### src/rtl/ff_ce_sr_selftest_if.sv
// Signal bundle for the CE/SR flop bank: stimulus inputs, flop outputs,
// reductions and self-check status.
interface ff_ce_sr_selftest_if #(
    parameter int NUM_FF = 4,
    parameter int ERR_W  = 8
);
    logic              ce;
    logic              sr;
    logic              lfsr_en;
    logic              err_clr;
    logic [NUM_FF-1:0] d_ext;
    logic [NUM_FF-1:0] q_vcc_gnd;
    logic [NUM_FF-1:0] q_s_gnd;
    logic [NUM_FF-1:0] q_s_s;
    logic [NUM_FF-1:0] q_vcc_s;
    logic              xor_q;
    logic              or_q;
    logic              and_q;
    logic              chk_valid;
    logic              err_flag;
    logic [ERR_W-1:0]  err_cnt;

    modport master (
        output ce, sr, lfsr_en, err_clr, d_ext,
        input  q_vcc_gnd, q_s_gnd, q_s_s, q_vcc_s,
        input  xor_q, or_q, and_q, chk_valid, err_flag, err_cnt
    );

    modport slave (
        input  ce, sr, lfsr_en, err_clr, d_ext,
        output q_vcc_gnd, q_s_gnd, q_s_s, q_vcc_s,
        output xor_q, or_q, and_q, chk_valid, err_flag, err_cnt
    );
endinterface

### src/rtl/ff_ce_sr_selftest.sv
// Bank of NUM_FF channels, each with four CE/SR flop flavours, fed from
// external data or a Galois LFSR, with a shadow checker counting mis-mapped updates.
module ff_ce_sr_selftest_lane #(
    parameter logic INIT_BIT = 1'b0,
    parameter logic SRV      = 1'b0
) (
    input  logic clk,
    input  logic rst_n,
    input  logic d,
    input  logic ce,
    input  logic sr,
    output logic q_vcc_gnd,
    output logic q_s_gnd,
    output logic q_s_s,
    output logic q_vcc_s
);
    logic vg_d, vg_q, sg_d, sg_q, ss_d, ss_q, vs_d, vs_q;

    always_comb begin
        vg_d = d;
        sg_d = ce ? d : sg_q;
        ss_d = sr ? SRV : (ce ? d : ss_q);
        vs_d = sr ? SRV : d;
    end

    always_ff @(posedge clk or negedge rst_n) begin
        if (!rst_n) begin
            vg_q <= INIT_BIT;
            sg_q <= INIT_BIT;
            ss_q <= INIT_BIT;
            vs_q <= INIT_BIT;
        end else begin
            vg_q <= vg_d;
            sg_q <= sg_d;
            ss_q <= ss_d;
            vs_q <= vs_d;
        end
    end

    assign q_vcc_gnd = vg_q;
    assign q_s_gnd   = sg_q;
    assign q_s_s     = ss_q;
    assign q_vcc_s   = vs_q;
endmodule

module ff_ce_sr_selftest #(
    parameter int          NUM_FF    = 4,
    parameter int          SR_SET    = 0,
    parameter int          INIT_VAL  = 0,
    parameter logic [15:0] LFSR_SEED = 16'hACE1,
    parameter int          ERR_W     = 8
) (
    input  logic               clk,
    input  logic               rst_n,
    ff_ce_sr_selftest_if.slave bus
);
    localparam logic              SRV      = 1'(SR_SET);
    localparam logic              INIT_BIT = 1'(INIT_VAL);
    // An all-zero Galois state would lock up, so a zero seed is bumped to 1.
    localparam logic [15:0]       SEED     = (LFSR_SEED == 16'h0000) ? 16'h0001 : LFSR_SEED;
    localparam logic [ERR_W-1:0]  ERR_MAX  = '1;

    logic [15:0]         lfsr_d, lfsr_q;
    logic [NUM_FF-1:0]   d;
    logic [NUM_FF-1:0]   lane_vg, lane_sg, lane_ss, lane_vs;
    logic [NUM_FF-1:0]   q_vcc_gnd, q_s_gnd, q_s_s, q_vcc_s;
    logic [4*NUM_FF-1:0] all_q;

    always_comb begin
        lfsr_d = lfsr_q;
        if (bus.lfsr_en)
            lfsr_d = {1'b0, lfsr_q[15:1]} ^ (lfsr_q[0] ? 16'hB400 : 16'h0000);
    end

    always_ff @(posedge clk or negedge rst_n) begin
        if (!rst_n) lfsr_q <= SEED;
        else        lfsr_q <= lfsr_d;
    end

    for (genvar i = 0; i < NUM_FF; i++) begin : g_lane
        assign d[i] = bus.lfsr_en ? lfsr_q[i % 16] : bus.d_ext[i];

        ff_ce_sr_selftest_lane #(.INIT_BIT(INIT_BIT), .SRV(SRV)) u_lane (
            .clk       (clk),
            .rst_n     (rst_n),
            .d         (d[i]),
            .ce        (bus.ce),
            .sr        (bus.sr),
            .q_vcc_gnd (lane_vg[i]),
            .q_s_gnd   (lane_sg[i]),
            .q_s_s     (lane_ss[i]),
            .q_vcc_s   (lane_vs[i])
        );
    end

    assign q_vcc_gnd = lane_vg;
    assign q_s_gnd   = lane_sg;
    assign q_s_s     = lane_ss;
    assign q_vcc_s   = lane_vs;

    assign all_q         = {q_vcc_gnd, q_s_gnd, q_s_s, q_vcc_s};
    assign bus.q_vcc_gnd = q_vcc_gnd;
    assign bus.q_s_gnd   = q_s_gnd;
    assign bus.q_s_s     = q_s_s;
    assign bus.q_vcc_s   = q_vcc_s;
    assign bus.xor_q     = ^all_q;
    assign bus.or_q      = |all_q;
    assign bus.and_q     = &all_q;

    // Shadow checker: replay last edge's inputs against last edge's outputs.
    logic [NUM_FF-1:0] d_prev_d, d_prev_q, vg_prev_d, vg_prev_q, sg_prev_d, sg_prev_q;
    logic [NUM_FF-1:0] ss_prev_d, ss_prev_q, vs_prev_d, vs_prev_q;
    logic [NUM_FF-1:0] exp_vg, exp_sg, exp_ss, exp_vs;
    logic              ce_prev_d, ce_prev_q, sr_prev_d, sr_prev_q;
    logic              chk_valid_d, chk_valid_q, err_flag_d, err_flag_q, mismatch;
    logic [ERR_W-1:0]  err_cnt_d, err_cnt_q;

    always_comb begin
        exp_vg      = d_prev_q;
        exp_sg      = ce_prev_q ? d_prev_q : sg_prev_q;
        exp_ss      = sr_prev_q ? {NUM_FF{SRV}} : (ce_prev_q ? d_prev_q : ss_prev_q);
        exp_vs      = sr_prev_q ? {NUM_FF{SRV}} : d_prev_q;
        mismatch    = chk_valid_q && ({exp_vg, exp_sg, exp_ss, exp_vs} != all_q);
        d_prev_d    = d;
        ce_prev_d   = bus.ce;
        sr_prev_d   = bus.sr;
        vg_prev_d   = q_vcc_gnd;
        sg_prev_d   = q_s_gnd;
        ss_prev_d   = q_s_s;
        vs_prev_d   = q_vcc_s;
        chk_valid_d = 1'b1;
        err_flag_d  = err_flag_q;
        err_cnt_d   = err_cnt_q;
        if (bus.err_clr) begin
            err_flag_d = 1'b0;
            err_cnt_d  = '0;
        end else if (mismatch) begin
            err_flag_d = 1'b1;
            if (err_cnt_q != ERR_MAX) err_cnt_d = err_cnt_q + ERR_W'(1);
        end
    end

    always_ff @(posedge clk or negedge rst_n) begin
        if (!rst_n) begin
            d_prev_q    <= '0;
            ce_prev_q   <= 1'b0;
            sr_prev_q   <= 1'b0;
            vg_prev_q   <= '0;
            sg_prev_q   <= '0;
            ss_prev_q   <= '0;
            vs_prev_q   <= '0;
            chk_valid_q <= 1'b0;
            err_flag_q  <= 1'b0;
            err_cnt_q   <= '0;
        end else begin
            d_prev_q    <= d_prev_d;
            ce_prev_q   <= ce_prev_d;
            sr_prev_q   <= sr_prev_d;
            vg_prev_q   <= vg_prev_d;
            sg_prev_q   <= sg_prev_d;
            ss_prev_q   <= ss_prev_d;
            vs_prev_q   <= vs_prev_d;
            chk_valid_q <= chk_valid_d;
            err_flag_q  <= err_flag_d;
            err_cnt_q   <= err_cnt_d;
        end
    end

    assign bus.chk_valid = chk_valid_q;
    assign bus.err_flag  = err_flag_q;
    assign bus.err_cnt   = err_cnt_q;
endmodule

### src/flat_wrapper.sv
// flat-port wrapper written by rule: the top's interface ports become plain ports
module ff_ce_sr_selftest_flat 
#(
    parameter int          NUM_FF    = 4,
    parameter int          SR_SET    = 0,
    parameter int          INIT_VAL  = 0,
    parameter logic [15:0] LFSR_SEED = 16'hACE1,
    parameter int          ERR_W     = 8
)
  (clk, rst_n, bus_ce, bus_sr, bus_lfsr_en, bus_err_clr, bus_d_ext, bus_q_vcc_gnd, bus_q_s_gnd, bus_q_s_s, bus_q_vcc_s, bus_xor_q, bus_or_q, bus_and_q, bus_chk_valid, bus_err_flag, bus_err_cnt);
  ff_ce_sr_selftest_if #(.NUM_FF(NUM_FF), .ERR_W(ERR_W)) bus_i ();
  input  logic clk;
  input  logic rst_n;
  input wire logic [$bits(bus_i.ce)-1:0] bus_ce;
  input wire logic [$bits(bus_i.sr)-1:0] bus_sr;
  input wire logic [$bits(bus_i.lfsr_en)-1:0] bus_lfsr_en;
  input wire logic [$bits(bus_i.err_clr)-1:0] bus_err_clr;
  input wire logic [$bits(bus_i.d_ext)-1:0] bus_d_ext;
  output wire logic [$bits(bus_i.q_vcc_gnd)-1:0] bus_q_vcc_gnd;
  output wire logic [$bits(bus_i.q_s_gnd)-1:0] bus_q_s_gnd;
  output wire logic [$bits(bus_i.q_s_s)-1:0] bus_q_s_s;
  output wire logic [$bits(bus_i.q_vcc_s)-1:0] bus_q_vcc_s;
  output wire logic [$bits(bus_i.xor_q)-1:0] bus_xor_q;
  output wire logic [$bits(bus_i.or_q)-1:0] bus_or_q;
  output wire logic [$bits(bus_i.and_q)-1:0] bus_and_q;
  output wire logic [$bits(bus_i.chk_valid)-1:0] bus_chk_valid;
  output wire logic [$bits(bus_i.err_flag)-1:0] bus_err_flag;
  output wire logic [$bits(bus_i.err_cnt)-1:0] bus_err_cnt;
  assign bus_i.ce = bus_ce;
  assign bus_i.sr = bus_sr;
  assign bus_i.lfsr_en = bus_lfsr_en;
  assign bus_i.err_clr = bus_err_clr;
  assign bus_i.d_ext = bus_d_ext;
  assign bus_q_vcc_gnd = bus_i.q_vcc_gnd;
  assign bus_q_s_gnd = bus_i.q_s_gnd;
  assign bus_q_s_s = bus_i.q_s_s;
  assign bus_q_vcc_s = bus_i.q_vcc_s;
  assign bus_xor_q = bus_i.xor_q;
  assign bus_or_q = bus_i.or_q;
  assign bus_and_q = bus_i.and_q;
  assign bus_chk_valid = bus_i.chk_valid;
  assign bus_err_flag = bus_i.err_flag;
  assign bus_err_cnt = bus_i.err_cnt;
  ff_ce_sr_selftest #(.NUM_FF(NUM_FF), .SR_SET(SR_SET), .INIT_VAL(INIT_VAL), .LFSR_SEED(LFSR_SEED), .ERR_W(ERR_W)) u_core (.clk(clk), .rst_n(rst_n), .bus(bus_i));
endmodule
### config.mk
export PLATFORM = sky130hd
export DESIGN_NAME = ff_ce_sr_selftest_flat
export DESIGN_NICKNAME = d
export VERILOG_FILES = /design/src/rtl/ff_ce_sr_selftest_if.sv /design/src/rtl/ff_ce_sr_selftest.sv /design/src/flat_wrapper.sv
export SDC_FILE = /design/constraint.sdc
export NUM_CORES = 1
export LEC_CHECK = 0
export CORE_ASPECT_RATIO = 0.9
export CORE_MARGIN = 5
export CORE_UTILIZATION = 50
export DETAILED_ROUTE_END_ITERATION = 10
export DONT_BUFFER_PORTS = 1
export GPL_TIMING_DRIVEN = 0
export PLACE_DENSITY = 0.74
export SYNTH_ARGS = -nofsm -noshare
export SYNTH_HDL_FRONTEND = slang
export SYNTH_HIERARCHICAL = 1
export SYNTH_SLANG_ARGS = --single-unit
### constraint.sdc
create_clock -name clk -period 2.58 [get_ports clk]
set_input_delay 0.258 -clock clk [delete_from_list [all_inputs] [get_ports clk]]
set_output_delay 0.258 -clock clk [all_outputs]
set_load 0.01 [all_outputs]
; Yosys cells after proc, flatten, opt, wreduce, memory -nomap -nowiden
; Cells that the tools add are included.
[classes]
addsub = 1
n_bitwise = 1
mux = 26
n_reduce_logical = 8
eq_ne = 2
[ops]
columns = cell, count
row1 = 8-bit two-way mux, 3
row2 = 1-bit two-way mux, 18
row3 = 16-bit two-way mux, 1
row4 = 4-bit two-way mux, 4
row5 = 16-bit != test, 1
row6 = 16-bit AND reduction, 1
row7 = 16-bit OR reduction, 1
row8 = 16-bit XOR reduction, 1
row9 = 15-bit by 16-bit bitwise XOR with 16-bit output, 1
row10 = "8-bit by 1-bit adder with 8-bit output, second input constant", 1
row11 = "8-bit != test, second input constant", 1
row12 = 2-bit nonzero test, 3
row13 = 2-bit AND reduction, 1
row14 = 1-bit logical AND, 1
[word_totals]
register_bits = 56
in_bits = 10
output_inout_bits = 29

; Depth between registers and ports, before layout
; Gate-level depths: netlist of run 1.
[logic_depth]
ltp_word = 6
mapped_depth = 9
depth_no_buf = 8

; By module
; Netlist of run 1, hierarchy kept.
[by_module_without_submodules]
columns = mod, n_inst, cells_per_inst, area_each_um2
row1 = ff_ce_sr_selftest, 1, 215, 2235.9
row2 = ff_ce_sr_selftest_lane, 4, 10, 133.9

; Least setup slack after synthesis of run 1
; No wires, ideal clock.
[synth_timing]
kind = register to register
start = reg u_core.ce_prev_q
end = reg u_core.err_cnt_q[0] (netlist: u_core/bus.err_cnt[0])
required_ns = 2.455
arrival_ns = 2.208
period_less_slack_ns = 2.333
path_buffers = 2
setup_slack_ns = 0.247
stages_incl_launch_ff = 10
path_cell_list = dfrtp_1 buf_6 mux2i_1 xnor2_1 or4b_1 nor4b_2 nand2_1 buf_6 and2_4 mux2_4
[synth_via]
elab_chain_cells = 6
word_cells_on_any_way = 7
cone_classes = eq/ne: 1 / mux: 3 / reduce/logical: 3
[synth_lines]
columns = item, line_no
row1 = "start, declared", ff_ce_sr_selftest.sv:114  ; logic ce_prev_d, ce_prev_q, sr_prev_d, sr_prev_q;
row2 = "start signal, assigned", ff_ce_sr_selftest.sv:157  ; ce_prev_q <= ce_prev_d;
row3 = 4-bit two-way mux (2 in a row), ff_ce_sr_selftest.sv:121  ; exp_ss = sr_prev_q ? {NUM_FF{SRV}} : (ce_prev_q ? d_prev_q : ss_prev_q);
row4 = 16-bit != test *, ff_ce_sr_selftest.sv:123  ; mismatch = chk_valid_q && ({exp_vg, exp_sg, exp_ss, exp_vs} != all_q);
row5 = 1-bit logical AND *, ff_ce_sr_selftest.sv:123
row6 = 2-bit nonzero test (no line) *, --
row7 = 2-bit AND reduction (no line) *, --
row8 = "end signal, assigned", ff_ce_sr_selftest.sv:165  ; err_cnt_q <= err_cnt_d;
row9 = "end, declared", ff_ce_sr_selftest.sv:116  ; logic [ERR_W-1:0] err_cnt_d, err_cnt_q;
; Every way passes the cells marked *; elsewhere a longest branch is shown, timed or not.
; A chain may end at the register's enable or synchronous reset.

; Final worst setup path of run 1
; Same ends and word-level chain as after synthesis.

==> impl_metrics.csv, run 1 <==
group,metric,value,unit
place,dp_cells,322,
sta,hold_viol,0,
sta,setup_viol,0,
worst_setup_path,cp.depth,9,
hold_path,worst_hold_startpoint,"bus_ce",
logic_synthesis,yosys_most_used_dff,"dfrtp_1",
sta,fin_crit_sh,0.947,
power_and_ir_drop,p_leak,1.36,nW
die,dieArea,7130,um^2
clocking,clk_path_buf_depth,2,
cells_and_area,drive_gt1_frac,0.149,
worst_setup_path,crit_fanout,10,
worst_setup_path,crit_path_end_kind,"flip-flop",
routing,post-route-drc-count,0,
global_routing,grt_pass1_wl,8.72,mm
worst_setup_path,cp-endpoint,"u_core/bus.err_cnt[0]$_DFFE_PN0P_",
cells_and_area,fin_nets,294,
worst_setup_path,max_stage_delay,0.55,ns
power_and_ir_drop,vdd_ir_drop_max,0.430,mV
routing,wire_per_inst,15.5,um
sta,final_max_slew_viol_count,0,
die,ios,39,
routing,wl,5.19,mm
die,start_util,0.521,
worst_setup_path,r2r_start,"u_core/ce_prev_q$_DFF_PN0_",
logic_synthesis,synth_seq_area_share,0.509,
flow_run,cap_viol_max_count,0,
cells_and_area,seq_area,1410,um^2
clocking,cts_tree,"done",
worst_setup_path,cpMostUsedCell,"buf_6",
global_routing,grt-ovfl-total,0,
clocking,cts-htree-levels,2,
die,die_y,80.6,um
routing,vias,1792,
worst_setup_path,path_cells,"buf_6 -> mux2i_1 -> xnor2_1 -> or4b_4 -> nor4b_4 -> nand2_1 -> buf_6 -> and2_4 -> mux2_4",
sta,period_needed,2.44,ns
place,gp_congestion,0.833,
logic_synthesis,yosysUniqueCellTypes,40,
global_routing,grt_max_degree,57,
die,rows,25,
logic_synthesis,ys_ff_latch,56,
sta,worst_pin_slew,0.616,ns
worst_setup_path,critical_path_buf_inv_count,2,
logic_synthesis,synth-edff-count,0,
cells_and_area,insertedDiodeCount,0,
logic_synthesis,async_flop_share,1.00,
clocking,cts-root-buf,"clkbuf_8",
worst_setup_path,setup.worst_path.start,"u_core/ce_prev_q$_DFF_PN0_",
worst_setup_path,cp.required,2.78,ns
sta,rsz0062_at_grt,"no",
worst_setup_path,r2r_setup_slack,0.14,ns
cells_and_area,syn_to_final_growth,9.44,%
cells_and_area,nFillCells,467,
routing,drtIter0Drc,134,
global_routing,top_usage_layer,"met2",
clocking,cts.sinks,56,
status,status,"finished, final reports clean",
logic_synthesis,syn_avg_cell_area,10.9,um^2
place,place_hpwl,3.72,mm
logic_synthesis,synth_warnings,6,
sta,fmax,409,MHz
clocking,cts_made_buffers,5,
die,core_region_area,5320,um^2
logic_synthesis,synth_area,2770,um^2
sta,relSlewSlack,0.585,
hold_path,hold_depth,1,
global_routing,grt_use_met2,0.243,
sta,final.setup_skew,0.00537,ns
logic_synthesis,synth_cells,255,
die,dieWidth,88.5,um
sta,hold_slack,0.0388,ns
worst_setup_path,path_delay_family,"simple AND/OR/NAND/NOR gates",
cells_and_area,fin_cells,335,
worst_setup_path,rr_worst_depth,9,
routing,viasPerCell,5.35,
logic_synthesis,synth.net_count,282,
place,numPortBuffers,0,
global_routing,met1_usage,0.226,
global_routing,grt_use_total,0.159,
cells_and_area,multi_input_area,1210,um^2
power_and_ir_drop,p_per_area,763,nW/um^2
global_routing,grt_pass1_vias,1776,
global_routing,grt_use_met3,0.0359,
worst_setup_path,worstSetupPathType,"reg -> reg",
global_routing,antenna_found_initial,0,
hold_path,worstHoldPathType,"in -> reg",
clocking,worstSkewPairLatency,0.30,ns
worst_setup_path,critPathSlowestCell,"or4b_4",
worst_setup_path,cp-start-kind,"flip-flop",
clocking,clkTransAtPathRegs,0.09,ns
worst_setup_path,timing.rr.end,"u_core/bus.err_cnt[0]$_DFFE_PN0P_",
routing,first_pass_iters,4,
worst_setup_path,arrival,2.64,ns
sta,setup_tns,0,ns
routing,ant_nets,0,
## routing by layer
| layer | vias to the layer above | share of wire | routed length [um] |
|---|---|---|---|
| met1 | 868 | 0.48 | 2470 |
| met2 | 41 | 0.47 | 2420 |
| met3 | 10 | 0.045 | 233 |
| met4 | 0 | 0.014 | 72 |
| met5 | - | 0 | 0 |
| li1 | 873 | - | - |
## power by group
group | internal, mW | switching, mW
Sequential | 1.09 | 0.162
Clock | 0.217 | 0.268
Combinational | 0.291 | 0.286
Total | 1.60 | 0.716
## state kept, by name (all words and copies together), names as in the netlist
register and flops:
u_core/bus.chk_valid 1, u_core/bus.err_flag 1, u_core/g_lane.u_lane/q_s_s 4, u_core/lfsr_q 16, u_core/bus.err_cnt 8, u_core/g_lane.u_lane/q_s_gnd 4, u_core/sr_prev_q 1, u_core/ss_prev_q 4
u_core/g_lane.u_lane/q_vcc_gnd 4, u_core/ce_prev_q 1, u_core/sg_prev_q 4, u_core/d_prev_q 4, u_core/g_lane.u_lane/q_vcc_s 4
## cells by family after synthesis
logic type      Yosys count  share of synthesized area
compound gates           42                     0.0957
mux                      19                     0.0749
other cells               1                    0.00135
flops                    56                      0.509
simple gates             60                      0.119
xor+xnor                 20                     0.0632
buf+inv                  40                     0.0600
fa+ha+maj                17                     0.0767
## cell usage after synthesis (2+ instances only)
cell	number	area share
dfrtp_1	48	0.43
a311oi_1	3	0.0095
inv_1	32	0.043
nand2_1	12	0.016
nor2b_1	6	0.014
ha_1	17	0.077
o211ai_1	2	0.0054
a31o_1	2	0.0063
mux2_2	9	0.037
xnor2_1	19	0.060
nand3_1	5	0.0090
nand2b_1	4	0.0090
dfstp_2	8	0.076
nor3_1	2	0.0036
nand4_1	5	0.011
and3_1	3	0.0068
mux2i_1	8	0.029
clkbuf_1	5	0.0068
buf_6	2	0.0081
a21oi_2	4	0.013
nor2_1	15	0.020
a21oi_1	9	0.016
o21ai_0	16	0.029
a31oi_1	3	0.0068
## through the flow
| stage | setup WS [ns] | power (mW) | cell area, um^2 | utilization |
|---|---|---|---|---|
| floorplan | 0.247 | 1.69 | 2770 | - |
| finish | 0.136 | 2.31 | 3030 | 0.570 |
| global route | 0.0395 | 2.48 | 3030 | 0.570 |
| CTS | 0.0665 | 2.35 | 3030 | 0.570 |
| detailed placement | 0.000730 | 1.81 | 2860 | 0.537 |
| global placement | 0.0172 | 1.79 | 2860 | 0.537 |
## area by class of cell
type,instances,share of cell area
plain buffers,8,0.0161
clock buffers,6,0.0272
clock inverters,2,0.00495
inverters,32,0.0396
multi-input cells,159,0.398
flip-flops and latches,56,0.465
well taps,67,0.0276
repair buffers,5,0.0215
## what timing repair did
| item | CTS | global route |
|---|---|---|
| setup buffers | 1 | 0 |
| hold endpoints to repair | 66 | 0 |
| pin swaps | 1 | 1 |
| hold buffers | 4 | 0 |
| resized for setup | 2 | 1 |
| endpoints found under the setup margin | 1 | 1 |
## how the worst min path moves through the flow
stage                     slack, ns                                           to
after global routing           0.03  u_core/g_lane[2].u_lane/q_s_gnd$_DFFE_PN0P_
after floorplan               -0.04               u_core/bus.chk_valid$_DFF_PN0_
after CTS                      0.03  u_core/g_lane[2].u_lane/q_s_gnd$_DFFE_PN0P_
after detailed placement      -0.04                u_core/lfsr_q[14]$_DFFE_PN0P_
after global placement        -0.04              u_core/bus.err_flag$_DFFE_PN0P_
final                          0.04  u_core/g_lane[2].u_lane/q_s_gnd$_DFFE_PN0P_
## cell usage in the layout, fill, tap and decap left out, types with 2 or more instances in the layout
cell type / netlist / layout
ha_1: 17 / 17
and3_1: 3 / 3
a311oi_1: 3 / 3
nand3_1: 5 / 5
nor2_1: 15 / 15
o211ai_1: 2 / 2
nand2_1: 12 / 12
a31oi_1: 3 / 3
nand2b_1: 4 / 4
clkbuf_1: 5 / 5
inv_1: 32 / 32
clkinvlp_4: 0 / 2
xnor2_1: 19 / 19
a21oi_1: 9 / 9
dfstp_2: 8 / 8
dfrtp_1: 48 / 48
mux2i_1: 8 / 8
o21ai_0: 16 / 16
dlygate4sd3_1: 0 / 3
buf_6: 2 / 2
clkbuf_8: 0 / 6
a31o_1: 2 / 2
nor2b_1: 6 / 6
a21oi_2: 4 / 4
mux2_2: 9 / 9
nor3_1: 2 / 2
nand4_1: 5 / 5
Note: power is estimated with default switching activity, not from simulation.
==> run 2, diff against run 1 <==
--- a/config.mk
+++ b/config.mk
@@ -12,7 +12,7 @@
 export DONT_BUFFER_PORTS = 1
 export GPL_TIMING_DRIVEN = 0
 export PLACE_DENSITY = 0.74
+export SKIP_LAST_GASP = 1
 export SYNTH_ARGS = -nofsm -noshare
 export SYNTH_HDL_FRONTEND = slang
-export SYNTH_HIERARCHICAL = 1
 export SYNTH_SLANG_ARGS = --single-unit
==> constraint.sdc (replaced) <==
create_clock -name clk -period 3.1 [get_ports clk]
set_input_delay 0.31 -clock clk [delete_from_list [all_inputs] [get_ports clk]]
set_output_delay 0.31 -clock clk [all_outputs]
set_load 0.01 [all_outputs]
==> run 2 against run 1 <==
  * Maximum frequency grew 10%
  * Largest power group unchanged
  * Clock-buffer cell count shrank 1
  * Sequential power shrank 17%
  * Largest cell class unchanged
  * Worst hold slack lost 0.012 ns
  * Clock skew grew 0.0062 ns
  * First-iteration DRC count shrank 20%
  * Final cell count shrank 7.5%
  * Via count shrank 6.5%
  * Worst setup slack gained 0.75 ns
  * Sequential cell count shrank 4
  * Core utilization grew 0.46 points
==> impl_metrics.csv, run 2 <==
group,metric,value,unit
status,status,"finished, final reports clean",
die,ios,39,
power_and_ir_drop,p_leak,1.17,nW
place,numPortBuffers,0,
die,die_y,78.2,um
sta,fin_crit_sh,0.715,
sta,worst_pin_slew,0.586,ns
routing,post-route-drc-count,0,
place,place_hpwl,3.40,mm
power_and_ir_drop,clkPwrFrac,0.232,
global_routing,antenna_found_initial,0,
cells_and_area,largest_register_ff_count,16,
sta,final.setup_skew,0.0115,ns
routing,first_pass_iters,5,
cells_and_area,fin_nets,256,
global_routing,grt_use_met2,0.247,
logic_synthesis,yosysUniqueCellTypes,44,
worst_setup_path,cp-start-kind,"flip-flop",
place,pre_cts_ws,0.871,ns
logic_synthesis,yosysTopAreaCell,"dfrtp_1",
clocking,worstSkewPairLatency,0.30,ns
clocking,clkTransAtPathRegs,0.09,ns
clocking,clk_path_buf_depth,2,
routing,vias,1676,
global_routing,grt_max_degree,53,
global_routing,grt_pass1_wl,8.30,mm
logic_synthesis,synth_seq_area_share,0.508,
worst_setup_path,worstSetupPathType,"reg -> reg",
worst_setup_path,crit_path_end_kind,"flip-flop",
sta,setup_tns,0,ns
global_routing,grt_use_met3,0.0482,
die,dieArea,6710,um^2
power_and_ir_drop,combPwrFrac,0.304,
worst_setup_path,crit_fanout,7,
logic_synthesis,synth_most_common_cell,"dfrtp_1",
cells_and_area,nFillCells,422,
worst_setup_path,arrival,2.40,ns
worst_setup_path,rr_worst_depth,7,
die,core_region_area,4920,um^2
routing,ant_nets,0,
cells_and_area,layout_common_cells,"44 x dfrtp_1, 24 x nor2_1, 22 x xnor2_1, 16 x buf_4, 15 x a21oi_1",
cells_and_area,layout_commonest_cell,"dfrtp_1",
hold_path,worstHoldPathType,"in -> reg",
power_and_ir_drop,vdd_ir_drop_max,0.506,mV
logic_synthesis,ys_ff_latch,52,
clocking,cts-root-buf,"clkbuf_8",
clocking,cts.sinks,52,
sta,rsz0062_at_grt,"no",
clocking,postCtsSetupBuffers,0,
cells_and_area,multi_input_area,1050,um^2
hold_path,hold_depth,0,
sta,fin_ws,0.883,ns
logic_synthesis,synth_top_area_share,0.426,
cells_and_area,syn_to_final_growth,9.59,%
worst_setup_path,r2r_setup_slack,0.88,ns
logic_synthesis,netlist_top_cells_count,"44 x dfrtp_1, 24 x nor2_1, 22 x xnor2_1",
power_and_ir_drop,p_per_area,794,nW/um^2
logic_synthesis,yosys-top-cells-area,"dfrtp_1 43%, dfstp_2 8.1%, xnor2_1 7.5%",
sta,fmax,451,MHz
cells_and_area,seq_area,1310,um^2
clocking,cts_made_buffers,5,
clocking,cts-htree-levels,2,
power_and_ir_drop,finalPower,2.25,mW
die,start_util,0.525,
cells_and_area,insertedDiodeCount,0,
logic_synthesis,synth_area,2580,um^2
sta,period_needed,2.22,ns
power_and_ir_drop,switching_share,0.302,
worst_setup_path,timing.rr.end,"u_core.bus.err_cnt[4]$_DFFE_PN0P_",
die,dieWidth,85.8,um
cells_and_area,largest_register,"u_core.lfsr_q",
logic_synthesis,async_flop_share,1.00,
global_routing,grt_pass1_vias,1684,
hold_path,min_to,"u_core.sr_prev_q$_DFF_PN0_",
flow_run,cap_viol_max_count,0,
routing,viasPerCell,5.41,
worst_setup_path,cp.required,3.28,ns
place,gp_congestion,0.871,
sta,hold_viol,0,
hold_path,worst_hold_startpoint,"bus_sr",
logic_synthesis,synth.net_count,247,
logic_synthesis,syn_avg_cell_area,10.9,um^2
logic_synthesis,yosys_most_used_dff,"dfrtp_1",
global_routing,met1_usage,0.204,
cells_and_area,drive_gt1_frac,0.237,
logic_synthesis,synth_warnings,0,
routing,wl,4.69,mm
die,rows,24,
logic_synthesis,synth_cells,236,
global_routing,top_usage_layer,"met2",
routing,drtIter0Drc,107,
power_and_ir_drop,intPower,1.57,mW
sta,setup_viol,0,
cells_and_area,utilization,0.575,
clocking,cts_tree,"done",
sta,relSlewSlack,0.606,
logic_synthesis,synth-edff-count,0,
place,placed_area,2670,um^2
global_routing,grt_use_total,0.154,
routing,wire_per_inst,15.1,um
power_and_ir_drop,seqPwrFrac,0.464,
power_and_ir_drop,power_switching,0.680,mW
sta,final_max_slew_viol_count,0,
worst_setup_path,r2r_start,"u_core.g_lane[1].u_lane.q_s_gnd$_DFFE_PN0P_",
cells_and_area,fin_area,2830,um^2
global_routing,grt-ovfl-total,0,
-- run 2: changes by cell type after synthesis, sizes merged, moves of 5 or more --
cell,before,now
o21ai,16,5
nor2,15,25
buf,3,20
mux2,11,16
nand2,12,4
ha,17,1
inv,32,7
clkbuf,5,10
-- run 2: power groups by stage --
stage	clock network (mW)	logic [mW]	registers [mW]
global placement	0	0.664	1.05
global route	0.565	0.768	1.08
detailed placement	0	0.677	1.06
CTS	0.536	0.697	1.04
floorplan	0	0.606	1.01
finish	0.521	0.683	1.04
-- run 2: what timing repair did --
action,in CTS,in global routing
hold buffers,2,0
gates resized for setup,0,0
endpoints found under the hold margin,52,0
-- run 2: final cells by class --
class                   count  share of cell area
plain buffers              30              0.0694
clock buffers               5              0.0243
clock inverters             2              0.0212
inverters                   7             0.00928
multi-input cells         147               0.371
flip-flops and latches     52               0.463
well taps                  65              0.0287
repair buffers              2              0.0133
-- run 2: per-layer routing --
layer	wire (um)	vias to the layer above
met4	39	0
li1	-	826
met1	2120	805
met5	0	-
met2	2260	40
met3	264	5
-- run 2: per-stage QoR --
step | instances | hold slack, ns
6_report | 310 | 0.0269
5_1_grt | 310 | 0.00466
4_1_cts | 310 | 0.0157
3_5_place_dp | 301 | 0.0160
3_3_place_gp | 301 | 0.0161
2_1_floorplan | 236 | 0.0144
-- run 2: cells by family after synthesis --
family	count (synthesis)	synth area share
buf+inv	37	0.0862
fa+ha+maj	1	0.00484
mux	26	0.110
simple gates	61	0.123
other cells	1	0.00145
xor+xnor	24	0.0814
flops	52	0.508
compound gates	34	0.0857
-- run 2: critical path, cell delays in order, from the launching register on --
cell and delay (ns):
dfrtp_1 0.42, buf_6 0.15, a211o_2 0.33, a2111oi_2 0.36
nand4_1 0.18, nor2_2 0.23, nor3_1 0.12, mux2_1 0.31
-- run 2: worst max path at each step --
stage / to / slack, ns / startpoint
finish: u_core.bus.err_cnt[4]$_DFFE_PN0P_ / 0.88 / u_core.g_lane[1].u_lane.q_s_gnd$_DFFE_PN0P_
global route: u_core.bus.err_cnt[4]$_DFFE_PN0P_ / 0.69 / u_core.d_prev_q[3]$_DFF_PN0_
CTS: u_core.bus.err_cnt[4]$_DFFE_PN0P_ / 0.85 / u_core.g_lane[1].u_lane.q_s_gnd$_DFFE_PN0P_
detailed placement: u_core.bus.err_cnt[4]$_DFFE_PN0P_ / 0.87 / u_core.g_lane[1].u_lane.q_s_gnd$_DFFE_PN0P_
global placement: u_core.bus.err_cnt[4]$_DFFE_PN0P_ / 0.90 / u_core.d_prev_q[3]$_DFF_PN0_
floorplan: u_core.bus.err_cnt[4]$_DFFE_PN0P_ / 1.09 / u_core.g_lane[1].u_lane.q_s_gnd$_DFFE_PN0P_
